**src/rtl/rpn_stack_ctrl.sv**
```systemverilog
// Parametrised RPN operand stack: one encoded op per cycle, sticky overflow/underflow flags.
// Optional registered peek port enabled by defining STACK_PEEK_EN.
module rpn_stack_ctrl #(
  parameter int DATA_W = 32,
  parameter int DEPTH  = 32,
  parameter int CNT_W  = $clog2(DEPTH + 1)
) (
  input  logic                clock,
  input  logic                reset,
  input  logic [2:0]          op,
  input  logic [DATA_W-1:0]   value,
  input  logic                err_clr,
  output logic [DATA_W-1:0]   top,
  output logic [DATA_W-1:0]   next,
  output logic [CNT_W-1:0]    count,
  output logic                empty,
  output logic                full,
  output logic                overflow,
  output logic                underflow
`ifdef STACK_PEEK_EN
  ,
  input  logic [$clog2(DEPTH)-1:0] peek_idx,
  output logic [DATA_W-1:0]        peek_data
`endif
);

  localparam int AW = $clog2(DEPTH);
  localparam logic [CNT_W-1:0] ONE   = CNT_W'(1);
  localparam logic [CNT_W-1:0] TWO   = CNT_W'(2);
  localparam logic [CNT_W-1:0] CFULL = CNT_W'(DEPTH);

  typedef enum logic [2:0] {
    OP_NOP       = 3'b000,
    OP_PUSH      = 3'b001,
    OP_POP       = 3'b010,
    OP_WRITE     = 3'b011,
    OP_POP_WRITE = 3'b100,
    OP_SWAP      = 3'b101,
    OP_DUP       = 3'b110,
    OP_CLEAR     = 3'b111
  } op_t;

  logic [DATA_W-1:0] mem [DEPTH];
  logic [CNT_W-1:0]  count_q, count_d;
  logic              ovf_q, udf_q;

  op_t               op_e;
  logic              is_empty, is_full, lt2;
  logic [AW-1:0]     push_idx, top_idx, next_idx;
  logic [DATA_W-1:0] top_word, next_word;

  logic              wa_en, wb_en;
  logic [AW-1:0]     wa_addr, wb_addr;
  logic [DATA_W-1:0] wa_data, wb_data;
  logic              ovf_set, udf_set;

  assign op_e     = op_t'(op);
  assign is_empty = (count_q == '0);
  assign is_full  = (count_q == CFULL);
  assign lt2      = (count_q < TWO);

  // push_idx only used when not full, so dropping the top count bit is safe
  assign push_idx = count_q[AW-1:0];
  assign top_idx  = AW'(count_q - ONE);
  assign next_idx = AW'(count_q - TWO);

  assign top_word  = is_empty ? '0 : mem[top_idx];
  assign next_word = lt2      ? '0 : mem[next_idx];

  always_comb begin
    count_d = count_q;
    wa_en   = 1'b0;
    wa_addr = '0;
    wa_data = '0;
    wb_en   = 1'b0;
    wb_addr = '0;
    wb_data = '0;
    ovf_set = 1'b0;
    udf_set = 1'b0;
    case (op_e)
      OP_PUSH: begin
        if (is_full) ovf_set = 1'b1;
        else begin
          wa_en   = 1'b1;
          wa_addr = push_idx;
          wa_data = value;
          count_d = count_q + ONE;
        end
      end
      OP_POP: begin
        if (is_empty) udf_set = 1'b1;
        else count_d = count_q - ONE;
      end
      OP_WRITE: begin
        if (is_empty) udf_set = 1'b1;
        else begin
          wa_en   = 1'b1;
          wa_addr = top_idx;
          wa_data = value;
        end
      end
      OP_POP_WRITE: begin
        if (lt2) udf_set = 1'b1;
        else begin
          wa_en   = 1'b1;
          wa_addr = next_idx;
          wa_data = value;
          count_d = count_q - ONE;
        end
      end
      OP_SWAP: begin
        if (lt2) udf_set = 1'b1;
        else begin
          wa_en   = 1'b1;
          wa_addr = top_idx;
          wa_data = next_word;
          wb_en   = 1'b1;
          wb_addr = next_idx;
          wb_data = top_word;
        end
      end
      OP_DUP: begin
        // empty is checked first so an empty DUP reports underflow only
        if (is_empty) udf_set = 1'b1;
        else if (is_full) ovf_set = 1'b1;
        else begin
          wa_en   = 1'b1;
          wa_addr = push_idx;
          wa_data = top_word;
          count_d = count_q + ONE;
        end
      end
      OP_CLEAR: count_d = '0;
      default: ;
    endcase
  end

  always_ff @(posedge clock) begin
    if (!reset) begin
      if (wa_en) mem[wa_addr] <= wa_data;
      if (wb_en) mem[wb_addr] <= wb_data;
    end
  end

  always_ff @(posedge clock) begin
    if (reset) begin
      count_q <= '0;
      ovf_q   <= 1'b0;
      udf_q   <= 1'b0;
    end else begin
      count_q <= count_d;
      ovf_q   <= ovf_set | (ovf_q & ~err_clr);
      udf_q   <= udf_set | (udf_q & ~err_clr);
    end
  end

  assign top       = top_word;
  assign next      = next_word;
  assign count     = count_q;
  assign empty     = is_empty;
  assign full      = is_full;
  assign overflow  = ovf_q;
  assign underflow = udf_q;

`ifdef STACK_PEEK_EN
  logic [CNT_W-1:0] peek_cnt;
  logic [AW-1:0]    peek_addr;

  assign peek_cnt  = CNT_W'(peek_idx);
  assign peek_addr = AW'(count_q - ONE - peek_cnt);

  always_ff @(posedge clock) begin
    if (reset) peek_data <= '0;
    else       peek_data <= (peek_cnt < count_q) ? mem[peek_addr] : '0;
  end
`endif

endmodule

```
**config.mk**
```make
export PLATFORM = sky130hd
export DESIGN_NAME = rpn_stack_ctrl
export DESIGN_NICKNAME = d
export VERILOG_FILES = /design/src/rtl/rpn_stack_ctrl.sv
export SDC_FILE = /design/constraint.sdc
export NUM_CORES = 2
export LEC_CHECK = 0
export BUFFER_PORTS_ARGS = -buffer_cell sky130_fd_sc_hd__buf_2
export CORE_ASPECT_RATIO = 1.2
export CORE_MARGIN = 4
export CORE_UTILIZATION = 55
export DETAILED_ROUTE_END_ITERATION = 10
export HOLD_SLACK_MARGIN = 0.02
export PLACE_DENSITY_LB_ADDON = 0.12
export SLEW_MARGIN = 20
export SYNTH_ARGS = -nofsm -noshare
export SYNTH_HDL_FRONTEND = slang
export SYNTH_SLANG_ARGS = --single-unit
```
**constraint.sdc**
```tcl
create_clock -name clock -period 6.2 [get_ports clock]
set_input_delay 0.62 -clock clock [delete_from_list [all_inputs] [get_ports clock]]
set_output_delay 0.62 -clock clock [all_outputs]
set_load 0.02 [all_outputs]
```
==> impl_results.md <==
- H-tree levels: 3
- Dominant cell type by area after synthesis: edfxtp_1
- Synthesized Nets: 5746
- Area grow syn2layout: 10.34%
- Detailed Place HPWL: 167000 um
- VDD IR max: 0.3533 mV
- Via count: 58130
- WHS Endpoint: mem[17][6]
- Tot GR Track Use: 44.02%
- First-pass GRT wire length: 388800 um
- Initial DRC count: 10190
- Final wirelength: 278600 um
- First drt pass iteration count: 7
- CP Launch Type: flop
- Number of synthesized flops with an enable pin: 1024
- CTS tree: done
- Initial Util: 55.53%
- Slew margin rel.: 15.89%
- Site row count: 136
- Setup TNS: 0 ns
- Fin. Hold Viols: 0
- Ys async rst share: 0%
- Chip width: 318.9 um
- Slew Limit Fails: 0
- Max cap viols: 0
- CTS Buf Count: 111
- HP Start: value[6]
- Root Driver: clkbuf_16
- Tmin final: 6.075 ns
- Final Skew: 0.04435 ns
- Outcome: completed
- Pleak: 23.16 nW
- Dpl ws: 0.4905 ns
- Global route overflow: 0
- DRC: 0
- Clock-pin slew on the worst setup and hold paths: 0.07 ns
- Flops & latches, synth: 1032
- Layout cells sized above 1: 17.48%
- WHS Path Cells: 3
- Power Density: 398.0 nW/um2
- R2r endpoint: mem[12][28]
- Synth area leaders: edfxtp_1 (48%), mux2i_1 (12%), a31oi_1 (8.2%)
- GPL Wtd Cong: 0.9957
- Crit Path Max Fanout: 41
- R2r setup slk: 0.37 ns
- Main flop type after synthesis: edfxtp_1
- Worst EP required: 5.58 ns
- Vias in the first global route: 55270
- Via density: 8.269
- Max Freq: 164.6 MHz
- Fin worst setup slack: 0.1245 ns
- CTS sink cnt: 1032
- CTS resizes: 0
- Worst Max-Slew Pin Slew: 1.260 ns
- Final period utilization: 97.99%
- Syn Area/Cell: 11.19 um2
- Sequential fraction of the synthesis area: 48.46%
- Postcts setup bufs: 0
- Worst min path class: in -> reg
- CTS Buffer Depth: 3
- Core area: 114900 um2
- Final Instance Area: 70370 um2
- Synth warn: 0
- Worst r2r src: count[1]
- Post-route ant nets: 0
- Fillers: 9132
- Wire length per cell: 39.64 um
- Worst-Skew Late Latency: 0.76 ns
- Share of the synthesized area in the top cell type: 48.21%
- Area of the die: 121500 um2
- CP endpoint kind: output port
- # port buffers: 111
- Setup violations, final: 0
- WS Path Type: reg -> out
- Synth unique cells: 71
- RSZ-0062 raised after global routing: false
- WP data arrival: 5.46 ns
- Placed Area: 66400 um2
- Worst reg2reg path depth: 10
- Die H: 381.0 um
- Io pins: 112
- Hold-fix buffers at CTS: 0
- Largest net degree at the start of global routing: 175
- Syn Inst Count: 5702
- Post-Synthesis Cell Area: 63780 um2
- Initial antenna violation count: 7
- Final net count: 5453
-- kinds of logic (layout without fill, tap and decap cells) --
| logic type | count (synthesis) | after routing | share of synthesized area (%) |
|---|---|---|---|
| AOI/OAI and AO/OA | 2003 | 2003 | 21.12 |
| DFF | 1032 | 1032 | 48.46 |
| muxes | 932 | 932 | 17.38 |
| buffers and inverters | 862 | 665 | 6.027 |
| and+or+nand+nor | 856 | 856 | 6.743 |
| xor gates and xnor gates | 11 | 11 | 0.1511 |
| adders and majority gates | 6 | 6 | 0.1177 |
| other | 0 | 7 | 0 |
-- where the power goes --
| group | switching (mW) | internal [mW] | leakage [nW] | total, mW |
|---|---|---|---|---|
| clock | 3.02 | 4.05 | 1.84 | 7.07 |
| sequential | 0.110 | 8.24 | 9.45 | 8.35 |
| combinational | 8.78 | 3.81 | 11.9 | 12.6 |
| total | 11.9 | 16.1 | 23.2 | 28.0 |
-- critical path, cell delays in order (launching register included) --
cell and delay [ns]:
dfxtp_4 0.81, inv_2 0.24, ha_1 0.98, and2_2 0.92, buf_12 0.28, a22oi_1 0.12
nand3_1 0.26, nand4_1 0.65, buf_2 0.45
-- registers in the layout, summed over array words and instances (netlist names) --
signal,count
mem,1024
count,6
overflow,1
underflow,1
-- how the worst max path moves through the flow --
| stage | startpoint | end | cells past startpoint |
|---|---|---|---|
| after detailed placement | count[1] | mem[26][25] | 9 |
| after floorplan | count[0] | mem[16][0] | 12 |
| after global routing | count[1] | top[28] | 12 |
| final | count[1] | next[1] | 8 |
| after global placement | count[1] | mem[2][28] | 10 |
| after CTS | count[1] | top[10] | 10 |
-- layer usage --
metal / track usage [%] / vias up / share of wire [%]
li1: - / 22860 / -
met1: 51.03 / 28040 / 31
met2: 65.85 / 5604 / 43
met3: 13.23 / 1624 / 14
met4: 39.58 / 2 / 11
met5: 0.07937 / - / 0.017
-- through the flow --
step,instances,power (mW),utilization [%],hold slack [ns]
CTS,7017,27.37,61.09,0.2114
global placement,6806,20.27,57.78,0.5116
detailed placement,6808,20.46,57.81,0.5306
finish,7030,28.01,61.27,0.2473
global route,7023,28.51,61.25,0.2737
floorplan,5702,16.16,-,0.6062
-- cell usage after synthesis, types with 12 or more instances --
cell type  count
a2111oi_0     25
a211oi_1      12
a21oi_1       33
a222oi_1      12
a22oi_1      360
a31oi_1      832
a32oi_1       91
and2_1        14
buf_1         20
buf_2        287
buf_4         50
clkbuf_1     486
edfxtp_1    1024
mux2i_1      791
mux4_2       140
nand2_1       47
nand3_1      375
nand4_1       97
nor2_1       193
nor2b_1       34
nor3_1        44
o211ai_1      69
o21ai_0       79
o22ai_1      444
-- layout by cell type, fill, tap and decap left out, types with 8 or more instances in the layout --
cell type  Yosys  layout
edfxtp_1    1024    1024
a31oi_1      832     832
mux2i_1      791     777
o22ai_1      444     444
nand3_1      375     355
a22oi_1      360     342
buf_4         50     298
nor2_1       193     152
mux4_2       140     140
clkbuf_16      0     113
buf_2        287     111
nand4_1       97      97
a32oi_1       91      91
o211ai_1      69      69
o21ai_0       79      47
nand2_1       47      46
nor3_1        44      38
o21ai_4        0      32
nor2b_1       34      29
nor2_2         2      29
buf_12         0      29
a21oi_1       33      28
a22oi_2       10      28
a2111oi_0     25      25
clkinv_2       0      24
nand3_2        2      22
clkbuf_1     486      21
clkinv_1       0      20
bufinv_16      0      17
nor2_4         0      14
mux2i_4        0      14
a211oi_1      12      12
a222oi_1      12      12
and2_1        14      10
nand2b_1      10       9
inv_1          8       8
-- layout make-up --
type	count	area [um2]	area share, %
repair buffers	446	3557	5.055
flip-flops and latches	1032	30920	43.93
inverters	10	42.54	0.06045
multi-input cells	3808	30170	42.87
diodes	7	17.52	0.02489
clock inverters	75	864.6	1.229
well taps	1518	1899	2.699
clock buffers	134	2907	4.130
Power figures use the tool's default switching activity.
